## src/rtl/exec_seq_pkg.sv

```systemverilog
// Shared state encoding and decode helpers for the P-D execution-phase sequencer.
package exec_seq_pkg;

   typedef logic [3:0] state_t;
   typedef logic       sub_t;

   localparam state_t ST_IDLE = 4'd0;
   localparam state_t ST_P1   = 4'd1;
   localparam state_t ST_P4   = 4'd2;
   localparam state_t ST_PP   = 4'd3;
   localparam state_t ST_WA   = 4'd4;
   localparam state_t ST_WP   = 4'd5;
   localparam state_t ST_WE   = 4'd6;
   localparam state_t ST_WR   = 4'd7;
   localparam state_t ST_WM   = 4'd8;
   localparam state_t ST_WW   = 4'd9;
   localparam state_t ST_WX   = 4'd10;
   localparam state_t ST_WZ   = 4'd11;
   localparam state_t ST_WAND = 4'd12;
   localparam state_t ST_KC   = 4'd13;

   localparam sub_t SUB_S1 = 1'b0;
   localparam sub_t SUB_S2 = 1'b1;

   typedef struct packed {
      state_t nxt;
      logic   multi;
      logic   none;
   } pick_t;

   function automatic logic is_mem_state(input state_t st);
      case (st)
         ST_P1, ST_P4, ST_WR, ST_WM, ST_WW: is_mem_state = 1'b1;
         default:                           is_mem_state = 1'b0;
      endcase
   endfunction

   // req[9] is the merged cycle-end request; req[8:0] are ewa..ew__ in falling priority
   function automatic pick_t pick_next(input logic [9:0] req);
      pick_t r;
      r.multi = |(req & (req - 10'd1));
      r.none  = ~|req;
      if (req[9])      r.nxt = ST_KC;
      else if (req[8]) r.nxt = ST_WA;
      else if (req[7]) r.nxt = ST_WP;
      else if (req[6]) r.nxt = ST_WE;
      else if (req[5]) r.nxt = ST_WR;
      else if (req[4]) r.nxt = ST_WM;
      else if (req[3]) r.nxt = ST_WW;
      else if (req[2]) r.nxt = ST_WX;
      else if (req[1]) r.nxt = ST_WZ;
      else if (req[0]) r.nxt = ST_WAND;
      else             r.nxt = ST_KC;
      return r;
   endfunction

   // One-hot flag vector ordered p1,p4,pp,wa,wp,we,wr,wm,ww,wx,wz,w__ from the MSB
   function automatic logic [11:0] state_flags(input state_t st);
      if ((st >= ST_P1) && (st <= ST_WAND)) begin
         state_flags = 12'h800 >> (st - ST_P1);
      end else begin
         state_flags = 12'h000;
      end
   endfunction

endpackage

```

## src/rtl/exec_seq_tmo.sv

```systemverilog
// Memory-answer timeout counter: counts wait cycles, flags expiry on the last allowed one.
module exec_seq_tmo #(
   parameter int TMO_CYCLES = 64,
   parameter int TMO_W      = 10
) (
   input  logic clk_sys,
   input  logic rst,
   input  logic clr,
   input  logic en,
   output logic expired
);

   logic [TMO_W-1:0] cnt_r;

   // wait-cycle counter
   always_ff @(posedge clk_sys) begin
      if (rst) begin
         cnt_r <= {TMO_W{1'b0}};
      end else if (clr) begin
         cnt_r <= {TMO_W{1'b0}};
      end else if (en) begin
         cnt_r <= cnt_r + TMO_W'(1);
      end else begin
         cnt_r <= cnt_r;
      end
   end

   assign expired = en && (cnt_r == TMO_W'(TMO_CYCLES - 1));

endmodule

```

## src/rtl/exec_seq.sv

```systemverilog
// Execution-phase sequencer: owns the one-hot CPU cycle state, STROB1/STROB2 substates,
// the memory handshake with its timeout alarm, and the sticky sequencing-error flag.
module exec_seq
   import exec_seq_pkg::*;
#(
   parameter int TMO_CYCLES = 64,
   parameter int TMO_W      = 10
) (
   input  logic clk_sys,
   input  logic rst,
   input  logic start,
   input  logic stop,
   input  logic c0,
   input  logic nef,
   input  logic ewa,
   input  logic ewp,
   input  logic ewe,
   input  logic ewr,
   input  logic ewm,
   input  logic eww,
   input  logic ewx,
   input  logic ewz,
   input  logic ew__,
   input  logic ekc_1,
   input  logic ekc_2,
   input  logic mem_ok,
   output logic p1,
   output logic p4,
   output logic pp,
   output logic wa,
   output logic wp,
   output logic we,
   output logic wr,
   output logic wm,
   output logic ww,
   output logic wx,
   output logic wz,
   output logic w__,
   output logic kc,
   output logic strob1,
   output logic strob2,
   output logic w_ir,
   output logic mem_req,
   output logic alarm,
   output logic seq_err,
   output logic busy
);

   state_t      state_r, state_nx_s;
   sub_t        sub_r, sub_nx_s;
   logic        alarm_r, alarm_nx_s;
   logic        seq_err_r, seq_err_nx_s;
   logic [11:0] flags_r;
   logic        kc_r, strob1_r, strob2_r, w_ir_r, mem_req_r, busy_r;
   logic        mem_wait_s, tmo_exp_s;
   logic [9:0]  req_s;
   pick_t       pick_s;

   assign req_s      = {ekc_1 | ekc_2, ewa, ewp, ewe, ewr, ewm, eww, ewx, ewz, ew__};
   assign pick_s     = pick_next(req_s);
   assign mem_wait_s = is_mem_state(state_r) && (sub_r == SUB_S1) && !mem_ok;

   exec_seq_tmo #(.TMO_CYCLES(TMO_CYCLES), .TMO_W(TMO_W)) u_tmo (
      .clk_sys (clk_sys),
      .rst     (rst),
      .clr     (!mem_wait_s),
      .en      (mem_wait_s),
      .expired (tmo_exp_s)
   );

   // next state, substate and sticky flags
   always_comb begin
      state_nx_s   = state_r;
      sub_nx_s     = sub_r;
      alarm_nx_s   = alarm_r;
      seq_err_nx_s = seq_err_r;
      case (state_r)
         ST_IDLE: begin
            if (start) begin
               state_nx_s   = ST_P1;
               sub_nx_s     = SUB_S1;
               alarm_nx_s   = 1'b0;
               seq_err_nx_s = 1'b0;
            end else begin
               state_nx_s = ST_IDLE;
            end
         end
         ST_KC: begin
            sub_nx_s = SUB_S1;
            if (stop) state_nx_s = ST_IDLE;
            else      state_nx_s = ST_P1;
         end
         ST_P1, ST_P4, ST_PP, ST_WA, ST_WP, ST_WE, ST_WR, ST_WM, ST_WW, ST_WX, ST_WZ, ST_WAND: begin
            if (sub_r == SUB_S1) begin
               if (!is_mem_state(state_r) || mem_ok) begin
                  sub_nx_s = SUB_S2;
               end else if (tmo_exp_s) begin
                  alarm_nx_s = 1'b1;
                  state_nx_s = ST_KC;
               end else begin
                  sub_nx_s = SUB_S1;
               end
            end else begin
               sub_nx_s = SUB_S1;
               if (state_r == ST_P1) begin
                  state_nx_s = c0 ? ST_P4 : ST_PP;
               end else if (state_r == ST_P4) begin
                  state_nx_s = ST_PP;
               end else if ((state_r == ST_PP) && nef) begin
                  state_nx_s = ST_KC;
               end else begin
                  state_nx_s   = pick_s.nxt;
                  seq_err_nx_s = seq_err_r | pick_s.multi | pick_s.none;
               end
            end
         end
         default: begin
            // corrupted encoding: park safely and report it
            state_nx_s   = ST_IDLE;
            sub_nx_s     = SUB_S1;
            seq_err_nx_s = 1'b1;
         end
      endcase
   end

   // state registers and outputs registered from the next-state decode
   always_ff @(posedge clk_sys) begin
      if (rst) begin
         state_r   <= ST_IDLE;
         sub_r     <= SUB_S1;
         alarm_r   <= 1'b0;
         seq_err_r <= 1'b0;
         flags_r   <= 12'h000;
         kc_r      <= 1'b0;
         strob1_r  <= 1'b0;
         strob2_r  <= 1'b0;
         w_ir_r    <= 1'b0;
         mem_req_r <= 1'b0;
         busy_r    <= 1'b0;
      end else begin
         state_r   <= state_nx_s;
         sub_r     <= sub_nx_s;
         alarm_r   <= alarm_nx_s;
         seq_err_r <= seq_err_nx_s;
         flags_r   <= state_flags(state_nx_s);
         kc_r      <= (state_nx_s == ST_KC);
         strob1_r  <= (|state_flags(state_nx_s)) && (sub_nx_s == SUB_S1);
         strob2_r  <= (|state_flags(state_nx_s)) && (sub_nx_s == SUB_S2);
         w_ir_r    <= (state_nx_s == ST_P1) && (sub_nx_s == SUB_S2);
         mem_req_r <= is_mem_state(state_nx_s) && (sub_nx_s == SUB_S1);
         busy_r    <= (state_nx_s != ST_IDLE);
      end
   end

   assign {p1, p4, pp, wa, wp, we, wr, wm, ww, wx, wz, w__} = flags_r;
   assign kc      = kc_r;
   assign strob1  = strob1_r;
   assign strob2  = strob2_r;
   assign w_ir    = w_ir_r;
   assign mem_req = mem_req_r;
   assign alarm   = alarm_r;
   assign seq_err = seq_err_r;
   assign busy    = busy_r;

endmodule
```

## config.mk

```make
export PLATFORM = sky130hd
export DESIGN_NAME = exec_seq
export DESIGN_NICKNAME = d
export VERILOG_FILES = /design/src/rtl/exec_seq_pkg.sv /design/src/rtl/exec_seq_tmo.sv /design/src/rtl/exec_seq.sv
export SDC_FILE = /design/constraint.sdc
export NUM_CORES = 1
export LEC_CHECK = 0
export CAP_MARGIN = 40
export CORE_MARGIN = 4
export CORE_UTILIZATION = 54
export DETAILED_ROUTE_END_ITERATION = 12
export PLACE_DENSITY = 0.86
export SYNTH_ARGS = -nofsm -noshare
export SYNTH_HDL_FRONTEND = slang
export SYNTH_SLANG_ARGS = --single-unit
```

## constraint.sdc

```tcl
create_clock -name clk_sys -period 4.6 [get_ports clk_sys]
set_input_delay 0.92 -clock clk_sys [delete_from_list [all_inputs] [get_ports clk_sys]]
set_output_delay 0.92 -clock clk_sys [all_outputs]
set_load 0.05 [all_outputs]
```

==> metrics.txt, run 1 <==
status finished, final reports clean; Final #Nets roughly 270; first-pass GRT wire length 6.51 mm; crit path launch type primary input; Worst Slack Setup Final 1.12 ns; max_cap viols 0; data required time at the worst endpoint ~5 ns; WP buf/inv 1; critical path capture point type register; Distinct cells, synth 54; Final setup viols 0; Hold Path Stages 1; multi-input logic area ~1100 um^2; Seq/Total Area, Yosys a little under two fifths; Worst-Margin Slew approximately 0.70 ns; share of cells above drive strength 1 roughly a tenth; largest net degree at the start of global routing 19; Final Hold Fails 0; Core ar. about 3200 um^2; setup TNS 0 ns; Skew-Pair Late Insertion Delay 0.33 ns; clock sinks 35; Static Leak 0.827 nW; Post-Syn Area per Cell roughly 8.5 um^2; FF-to-FF End flags_r[9]; yosys warns 0; XOR/XNOR Fraction of Synth Area ~5.7%; hold buffers post-CTS 0; top cells by area, synth dfxtp_1 (38%), nor2_1 (8.6%), xnor2_1 (3.8%); Clock Skew roughly 0.0067 ns; post-route minimum period approximately 3.5 ns; Fill cells 281; post-DR vias/cell between 5 and 6; initial antenna violation count 0; main combinational cell family by area after synthesis simple AND/OR/NAND/NOR gates; Hold Crit Class reg2reg; detailed-placement wirelength estimate roughly 2.9 mm; post_cts resized 0; Post-synth EDFFs 0; Die Wd roughly 66 um; routed wire length 3.83 mm; type of the worst setup path in2reg; cts bufs inserted 5; Yosys top cell area share a little under two fifths; Crit path arrival time around 3.7 ns; Top delay family on crit path simple AND/OR/NAND/NOR gates; Synth Area in Compound Gates 18.4%; WP depth 10; CTS tree yes; R2R Path Start state_r[1]; syn_nets ~240; Via Count approximately 1700; RSZ-0062 raised after global routing false; IO Count 38; Final Util a little under three quarters; clock root buffer clkbuf_4; reg2reg path depth 8; vias in the first global route about 1500; CP Max Fanout 8; level count of the clock H-tree 2; placed instance count between 200 and 300; Synth Register Bits 35; post-synth top area cell dfxtp_1; GPL Wtd Cong 0.906; worst hold margin roughly 0.48 ns; proportion of synthesized area in mux cells 0%; port bufs 37; Placed Area 2210 um^2; 1st-pass router iterations 4; Post-Syn Instances 217; Antenna Cells 0; Async SR Flop Fraction 0%; die extent in y approximately 66 um; Setup Buffers After CTS 0; Clock Path Buffers 2; Routed Antenna Nets 0; total power ~0.58 mW; Initial Util between 50 and 60%; Overall Global Routing Usage a little under a fifth; most common cell after layout, fill and taps aside nor2_1; Slew Viols, Final 0; Slew headroom 53.0%; Hold Crit Start u_tmo.cnt_r[0]; dpl ws just under 0.8 ns; most frequent CP cell nand2b_1; Remaining Overflow, GRT 0; CP peak stage delay 0.59 ns; crit share post-route 75.6%; Reg clk slew, reported paths roughly 0.10 ns; die area about 4400 um^2; fmax ~0.29 GHz; PD cells between 200 and 300 nW/um^2; DRC Markers 0; post-synthesis adder-cell area fraction under 10%; reg2reg setup slack 1.48 ns; sequential cell area around 700 um^2; Post-Syn Area around 1800 um^2; row cnt 20; Hold EP u_tmo.cnt_r[0]; Synth Flop Type dfxtp_1; Area growth syn-to-layout 23.0%; crit-path cells clkdlybuf4s50_1 -> nand2b_1 -> a21oi_1 -> o311a_1 -> o22ai_1 -> nor3_2 -> ha_1 -> nand2b_1 -> or2_2 -> nor3b_1; First DRT Iteration DRCs 50; commonest non-fill, non-tap cells in the layout nor2_1 (42), clkdlybuf4s50_1 (37), dfxtp_1 (35); Layout Cells excl Fill about 300; Synth Area in Simple Gates approximately 31%; final std cell area, no fill approximately 2300 um^2; wire per inst around 13 um; slowest stage cell, crit path clkdlybuf4s50_1; VDD IR max ~0.27 mV
-- routing by layer --
metal	global-route usage, %	vias to the layer above	wire (um)
li1	-	848	-
met1	23.1	770	1750
met2	31.2	46	1810
met3	5.78	7	208
met4	7.87	0	57
met5	0	-	0
-- flip-flops by register name (all words and copies together), names as in the netlist --
signal and flops:
busy 1, kc 1, state_r 4, u_tmo.cnt_r 10, flags_r 12, strob1 1, seq_err 1, w_ir 1
alarm 1, mem_req 1, sub_r 1, strob2 1
-- where the power goes --
group | switching (mW) | internal, mW
clock network | 0.0986 | 0.0589
registers | 0.00524 | 0.310
logic | 0.0591 | 0.0439
total | 0.163 | 0.412
-- cell type report --
class / instances / area share, %
clock buffers: 6 / 1.82
flip-flops and latches: 35 / 30.9
well taps: 44 / 2.43
multi-input cells: 165 / 46.6
repair buffers: 38 / 16.7
clock inverters: 2 / 0.552
inverters: 6 / 0.994
-- worst max path at each step --
stage / slack [ns] / to / startpoint
floorplan: 1.60 / flags_r[5] / ewz
finish: 1.12 / flags_r[9] / ewr
detailed placement: 0.78 / flags_r[5] / ew__
CTS: 1.15 / flags_r[5] / ew__
global route: 1.0 / flags_r[9] / ewr
global placement: 0.89 / flags_r[5] / ew__
-- synthesized netlist by cell type (3+ instances only) --
master and count:
o21ai_0 4, nor2b_1 3, inv_1 6, buf_4 3, a21oi_1 10, nand3b_1 3, a31oi_1 5, a311oi_1 3
dfxtp_1 35, ha_1 3, xor2_1 4, xnor2_1 8, or3_1 3, o211ai_1 3, nand2b_1 3, nor4_1 4
clkbuf_1 5, and3_1 7, nand3_1 5, nor3_1 6, nor2_1 42, and2_1 3, nand2_1 8, or2_2 4
-- kinds of logic (layout without fill, tap and decap cells) --
kind of cell | count (synthesis) | after routing
simple gates | 105 | 105
xor+xnor | 12 | 12
compound gates | 45 | 45
fa+ha+maj | 3 | 3
flops | 35 | 35
buf+inv | 17 | 52
Note: power is estimated with default switching activity, not from simulation.
==> run 2: changes to the inputs <==
--- a/config.mk
+++ b/config.mk
@@ -7,9 +7,9 @@
 export LEC_CHECK = 0
 export CAP_MARGIN = 40
 export CORE_MARGIN = 4
-export CORE_UTILIZATION = 54
+export CORE_UTILIZATION = 51
 export DETAILED_ROUTE_END_ITERATION = 12
-export PLACE_DENSITY = 0.86
+export PLACE_DENSITY = 0.82
 export SYNTH_ARGS = -nofsm -noshare
 export SYNTH_HDL_FRONTEND = slang
 export SYNTH_SLANG_ARGS = --single-unit
==> constraint.sdc (replaced) <==
create_clock -name clk_sys -period 3.3 [get_ports clk_sys]
set_input_delay 0.66 -clock clk_sys [delete_from_list [all_inputs] [get_ports clk_sys]]
set_output_delay 0.66 -clock clk_sys [all_outputs]
set_load 0.05 [all_outputs]
==> metrics.txt, run 2 (synthesized netlist as in run 1, its figures left out) <==
clock sinks 35 (unchanged); CP Max Fanout 14 (was 8); status finished, final reports clean (unchanged); Initial Util 53.9% (was 58.4%); Antenna Cells 0 (unchanged); Via Count 1676 (was 1671); level count of the clock H-tree 2 (unchanged); Remaining Overflow, GRT 0 (unchanged); Area growth syn-to-layout 26.2% (was 23.0%); PD cells 349 nW/um^2 (was 254 nW/um^2); R2R Path Start state_r[0] (was state_r[1]); type of the worst setup path reg2reg (was in2reg); VDD IR max 0.293 mV (was 0.270 mV); clock root buffer clkbuf_4 (unchanged); Final Hold Fails 0 (unchanged); CTS tree yes (unchanged); Slew headroom 65.5% (was 53.0%); cts bufs inserted 5 (unchanged); Overall Global Routing Usage 20.4% (was 19.1%); sequential cell area 701 um^2 (unchanged); Crit path arrival time 3.24 ns (was 3.74 ns); reg2reg setup slack 0.31 ns (was 1.48 ns); crit share post-route between 90 and 100%; IO Count 38 (unchanged); row cnt 21 (was 20); most common cell after layout, fill and taps aside nor2_1 (unchanged); WP buf/inv 0 (was 1); Hold Crit Class reg2reg (unchanged); crit-path cells or3b_2 -> nand4_1 -> and4b_2 -> o22ai_4 -> nor3_2 -> ha_1 -> or3_1 -> nor3b_1 (was clkdlybuf4s50_1 -> nand2b_1 -> a21oi_1 -> o311a_1 -> o22ai_1 -> nor3_2 -> ha_1 -> nand2b_1 -> or2_2 -> nor3b_1); CP peak stage delay 0.63 ns (was 0.59 ns); port bufs 37 (unchanged); data required time at the worst endpoint 3.55 ns (was 4.86 ns); max FFs per register 12 (unchanged); GPL Wtd Cong 0.852 (was 0.906); share of cells above drive strength 1 11.9% (was 9.52%); Die Wd 68.1 um (was 66.4 um); Reg with most FFs flags_r (unchanged); post-DR vias/cell 5.48 (was 5.65); Hold Crit Start u_tmo.cnt_r[0] (unchanged); Reg clk slew, reported paths 0.10 ns (about the same); 1st-pass router iterations 6 (was 4); Core ar. 3420 um^2 (was 3150 um^2); Routed Antenna Nets 0 (unchanged); Clock Path Buffers 2 (unchanged); Final #Nets 280 (was 272); RSZ-0062 raised after global routing false (unchanged); hold buffers post-CTS 0 (unchanged); Regs by FF count flags_r (12), u_tmo.cnt_r (10), state_r (4) (unchanged); dpl ws -0.00936 ns (was 0.783 ns); fmax 0.335 GHz; commonest non-fill, non-tap cells in the layout nor2_1 (42), clkdlybuf4s50_1 (37), dfxtp_1 (35) (unchanged); crit path launch type register (was primary input); FF-to-FF End flags_r[5] (was flags_r[9]); multi-input logic area 1050 um^2 (unchanged); setup TNS 0 ns (unchanged); Worst Slack Setup Final 0.313 ns (was 1.12 ns); Slew Viols, Final 0 (unchanged); critical path capture point type register (unchanged); First DRT Iteration DRCs 86 (was 50); die area 4630 um^2 (was 4410 um^2); Skew-Pair Late Insertion Delay 0.33 ns (about the same); post-route minimum period ~3.0 ns; DRC Markers 0 (unchanged); Final Util 68.0% (was 71.8%); first-pass GRT wire length 7.15 mm (was 6.51 mm); Hold EP u_tmo.cnt_r[0] (unchanged); post_cts resized 0 (unchanged); Worst-Margin Slew 0.515 ns (was 0.704 ns); Top delay family on crit path simple AND/OR/NAND/NOR gates (unchanged); wire per inst 13.8 um (was 12.9 um); reg2reg path depth 8 (unchanged); detailed-placement wirelength estimate 3.04 mm (was 2.86 mm); slowest stage cell, crit path dfxtp_1 (was clkdlybuf4s50_1); Fill cells 283 (was 281); max_cap viols 0 (unchanged); Static Leak 0.867 nW (was 0.827 nW); initial antenna violation count 0 (unchanged); routed wire length 4.23 mm (was 3.83 mm); Final setup viols 0 (unchanged); Hold Path Stages 1 (unchanged); die extent in y 68.1 um (was 66.4 um); vias in the first global route 1644 (was 1538); Setup Buffers After CTS 0 (unchanged); Clock Skew 0.0117 ns (was 0.00671 ns); largest net degree at the start of global routing 18 (was 19); total power 0.810 mW (was 0.575 mW)
-- run 2: changes by cell type in the layout (fill, tap and decap cells not counted) --
cell / change
buf_4: +8
clkbuf_1: +1
clkinvlp_4: -1
-- run 2: area by class of cell --
cell class              instances  share of cell area, %
repair buffers                 46                   18.8
flip-flops and latches         35                   30.2
clock inverters                 1                  0.215
clock buffers                   7                   1.94
well taps                      46                   2.48
inverters                       6                  0.969
multi-input cells             165                   45.4
-- run 2: how the worst max path moves through the flow --
stage / from / endpoint / slack (ns) / cells past startpoint
finish: state_r[0] / flags_r[5] / 0.31 / 8
CTS: state_r[0] / flags_r[5] / 0.33 / 8
global route: state_r[3] / flags_r[9] / 0.005 / 9
floorplan: ewz / flags_r[5] / 0.56 / 8
global placement: mem_ok / flags_r[5] / 0.1 / 8
detailed placement: ewz / flags_r[5] / -0.009 / 9
-- run 2: power breakdown --
group          switching (mW)  internal, mW
clock                   0.136        0.0830
sequential            0.00772         0.432
combinational          0.0855        0.0660
total                   0.229         0.581
-- run 2: through the flow --
step,hold slack [ns],std cells,cell area [um^2]
floorplan,0.426,217,1840
global placement,0.440,298,2270
detailed placement,0.444,298,2270
CTS,0.476,306,2320
global route,0.500,306,2320
finish,0.479,306,2320
-- run 2: routing by layer --
metal | global-route usage [%] | vias to the layer above | share of wire (%)
li1 | - | 861 | -
met1 | 25.8 | 758 | 48
met2 | 33.1 | 52 | 45
met3 | 5.42 | 5 | 6.1
met4 | 7.44 | 0 | 1.2
met5 | 0 | - | 0
==> run 3: changes to the inputs <==
--- a/config.mk
+++ b/config.mk
@@ -9,7 +9,8 @@
 export CORE_MARGIN = 4
 export CORE_UTILIZATION = 51
 export DETAILED_ROUTE_END_ITERATION = 12
-export PLACE_DENSITY = 0.82
+export PLACE_DENSITY = 0.81
 export SYNTH_ARGS = -nofsm -noshare
 export SYNTH_HDL_FRONTEND = slang
+export SYNTH_HIERARCHICAL = 1
 export SYNTH_SLANG_ARGS = --single-unit
==> metrics.txt, run 3 <==
yosys warns 6 (was 0); CTS tree yes (unchanged); die extent in y 69.9 um (was 68.1 um); post-route minimum period 3.25 ns (was 2.99 ns); Async SR Flop Fraction 0% (unchanged); CP Max Fanout 5 (was 14); R2R Path Start state_r[0] (unchanged); fmax 0.308 GHz (was 0.335 GHz); VDD IR max 0.313 mV (was 0.293 mV); Hold Crit Class reg2reg (unchanged); Slew headroom 59.9% (was 65.5%); post-DR vias/cell 5.71 (was 5.48); reg2reg setup slack 0.05 ns (was 0.31 ns); crit-path cells o21ba_4 -> a22oi_1 -> or3_4 -> inv_4 -> nand2_4 -> nor3_4 -> nor3b_2 -> a22oi_2 -> a21oi_2 -> buf_4 -> buf_4 -> buf_4 -> a211oi_2 -> a21oi_1 -> o21ai_0 -> a311oi_2 -> nor3_1 (was or3b_2 -> nand4_1 -> and4b_2 -> o22ai_4 -> nor3_2 -> ha_1 -> or3_1 -> nor3b_1); Regs by FF count flags_r (12), u_tmo/cnt_r (10), state_r (4) (was flags_r (12), u_tmo.cnt_r (10), state_r (4)); Area growth syn-to-layout 46.8% (was 26.2%); Reg clk slew, reported paths 0.07 ns (was 0.10 ns); crit path launch type register (unchanged); Slew Viols, Final 0 (unchanged); Routed Antenna Nets 0 (unchanged); cts bufs inserted 5 (unchanged); DRC Markers 0 (unchanged); Hold EP u_tmo/cnt_r[9] (was u_tmo.cnt_r[0]); max FFs per register 12 (unchanged); Hold Crit Start u_tmo/cnt_r[9] (was u_tmo.cnt_r[0]); Remaining Overflow, GRT 0 (unchanged); IO Count 38 (unchanged); Skew-Pair Late Insertion Delay 0.29 ns (was 0.33 ns); post-synth top area cell dfxtp_1 (unchanged); Worst-Margin Slew 0.600 ns (was 0.515 ns); detailed-placement wirelength estimate 3.64 mm (was 3.04 mm); Initial Util 53.0% (was 53.9%); most common cell in the netlist dfxtp_1 (was nor2_1); port bufs 37 (unchanged); Static Leak 1.12 nW (was 0.867 nW); Seq/Total Area, Yosys 35.9% (was 38.1%); Final setup viols 0 (unchanged); worst hold margin 0.485 ns (was 0.479 ns); Placed Area 2650 um^2 (was 2270 um^2); wire per inst 14.4 um (was 13.8 um); Clock Path Buffers 2 (unchanged); Post-synth EDFFs 0 (unchanged); top cells by area, synth dfxtp_1 (36%), nor2_1 (4.8%), a21oi_1 (3.1%) (was dfxtp_1 (38%), nor2_1 (8.6%), xnor2_1 (3.8%)); routed wire length 5.13 mm (was 4.23 mm); Hold Path Stages 2 (was 1); max_cap viols 0 (unchanged); Clock Skew 0.00702 ns (was 0.0117 ns); hold buffers post-CTS 0 (unchanged); vias in the first global route 2027 (was 1644); level count of the clock H-tree 2 (unchanged); critical path capture point type register (unchanged); WP buf/inv 4 (was 0); Synth Register Bits 35 (unchanged); share of cells above drive strength 1 27.3% (was 11.9%); final std cell area, no fill 2870 um^2 (was 2320 um^2); reg2reg path depth 17 (was 8); status finished, final reports clean (unchanged); Reg with most FFs flags_r (unchanged); Crit path arrival time 3.44 ns (was 3.24 ns); most frequent CP cell buf_4; most common library cells after synthesis dfxtp_1 (35), nor2_1 (25), a21oi_1 (12), nor3_1 (12), o21ai_0 (11) (was nor2_1 (42), dfxtp_1 (35), a21oi_1 (10), nand2_1 (8), xnor2_1 (8)); type of the worst setup path reg2reg (unchanged); Distinct cells, synth 55 (was 54); Overall Global Routing Usage 21.4% (was 20.4%); FF-to-FF End strob1 (was flags_r[5]); Final Hold Fails 0 (unchanged); Via Count 2031 (was 1676); initial antenna violation count 0 (unchanged); Core ar. 3690 um^2 (was 3420 um^2); row cnt 22 (was 21); First DRT Iteration DRCs 84 (was 86); most common cell after layout, fill and taps aside buf_4 (was nor2_1); Yosys top cell area share 35.9% (was 38.1%); slowest stage cell, crit path a211oi_2 (was dfxtp_1); first-pass GRT wire length 8.71 mm (was 7.15 mm); data required time at the worst endpoint 3.49 ns (was 3.55 ns); Antenna Cells 0 (unchanged); die area 4890 um^2 (was 4630 um^2); Top delay family on crit path compound AO/OA/AOI/OAI gates (was simple AND/OR/NAND/NOR gates); Die Wd 69.9 um (was 68.1 um); Post-Syn Area 1950 um^2 (was 1840 um^2); Final #Nets 328 (was 280); clock root buffer clkbuf_8 (was clkbuf_4); syn_nets 251 (was 238); Post-Syn Instances 230 (was 217); commonest non-fill, non-tap cells in the layout buf_4 (44), clkdlybuf4s50_1 (36), dfxtp_1 (32) (was nor2_1 (42), clkdlybuf4s50_1 (37), dfxtp_1 (35)); clock sinks 35 (unchanged); CP peak stage delay 0.41 ns (was 0.63 ns); crit share post-route 98.4% (was 90.5%); Post-Syn Area per Cell 8.50 um^2 (was 8.48 um^2); largest net degree at the start of global routing 17 (was 18); 1st-pass router iterations 4 (was 6); Synth Flop Type dfxtp_1 (unchanged); PD cells 333 nW/um^2 (was 349 nW/um^2); GPL Wtd Cong 0.969 (was 0.852)
## run 3: cell count changes after synthesis, moves of 3 or more
cell,before,now
nand3_1,5,9
or4_1,0,4
xnor2_1,8,5
buf_4,3,0
nor2_1,42,25
buf_2,2,5
nor3_1,6,12
o21ai_0,4,11
inv_1,6,10
or3_1,3,6
## run 3: layout make-up
| cell class | instances | area, um^2 |
|---|---|---|
| clock buffer | 5 | 68.8 |
| clock inverter | 3 | 20.0 |
| fill | 252 | 820 |
| inverter | 10 | 40.0 |
| multi-input combinational | 174 | 1270 |
| sequential | 35 | 712 |
| tap | 48 | 60.1 |
| timing repair buffer | 81 | 699 |
## run 3: worst max path at each step
stage | cells after the start | slack, ns | from | endpoint
after floorplan | 18 | 0.0005 | state_r[2] | strob1
after global placement | 15 | -0.21 | mem_ok | strob1
after detailed placement | 15 | -0.34 | mem_ok | strob1
after CTS | 17 | 0.01 | state_r[2] | strob1
after global routing | 17 | -0.05 | state_r[0] | strob1
final | 17 | 0.05 | state_r[0] | strob1
## run 3: logic make-up (layout without fill, tap and decap cells)
| logic type | Yosys count | in the layout | share of synthesized area [%] |
|---|---|---|---|
| AOI/OAI and AO/OA | 55 | 55 | 19.7 |
| xor gates and xnor gates | 10 | 10 | 4.48 |
| adders and majority gates | 4 | 4 | 2.43 |
| buffers and inverters | 21 | 99 | 5.19 |
| DFF | 35 | 35 | 35.9 |
| muxes | 2 | 2 | 1.02 |
| and+or+nand+nor | 103 | 103 | 31.3 |
## run 3: per-stage QoR
stage          setup slack (ns)  setup TNS [ns]  total power [mW]  util (%)  instances
2_1_floorplan          0.000472               0             0.556         -        230
3_3_place_gp             -0.209          -0.422             0.636      71.7        340
3_5_place_dp             -0.337          -0.996             0.639      71.7        340
4_1_cts                  0.0132               0             0.951      76.4        354
5_1_grt                 -0.0513         -0.0513             0.998      77.8        356
6_report                 0.0519               0             0.956      77.8        356
## run 3: power by group
part / switching (mW) / internal (mW)
clock: 0.158 / 0.147
combinational: 0.111 / 0.105
sequential: 0.00549 / 0.429
total: 0.275 / 0.681
## run 3: what timing repair did
| item | in CTS | in global routing |
|---|---|---|
| buffers inserted | 6 | 2 |
| hold endpoints to repair | 0 | 0 |
| setup endpoints to repair | 2 | 6 |
| resized for setup | 9 | 10 |
| pin swaps | 11 | 12 |
## run 3: layer usage
metal | global-route usage [%] | routed length [um] | share of wire [%]
met3 | 6.19 | 294 | 5.7
met2 | 36.3 | 2640 | 51
met5 | 0 | 0 | 0
met4 | 8.51 | 73 | 1.4
met1 | 25.2 | 2130 | 41
## run 3: worst reg2reg max path, cell delays in order, from the launching register on
cell and delay, ns:
dfxtp_4 0.37, o21ba_4 0.23, a22oi_1 0.15, or3_4 0.17, inv_4 0.04, nand2_4 0.06, nor3_4 0.04, nor3b_2 0.16
a22oi_2 0.27, a21oi_2 0.09, buf_4 0.14, buf_4 0.12, buf_4 0.12, a211oi_2 0.41, a21oi_1 0.14, o21ai_0 0.25
a311oi_2 0.15, nor3_1 0.23
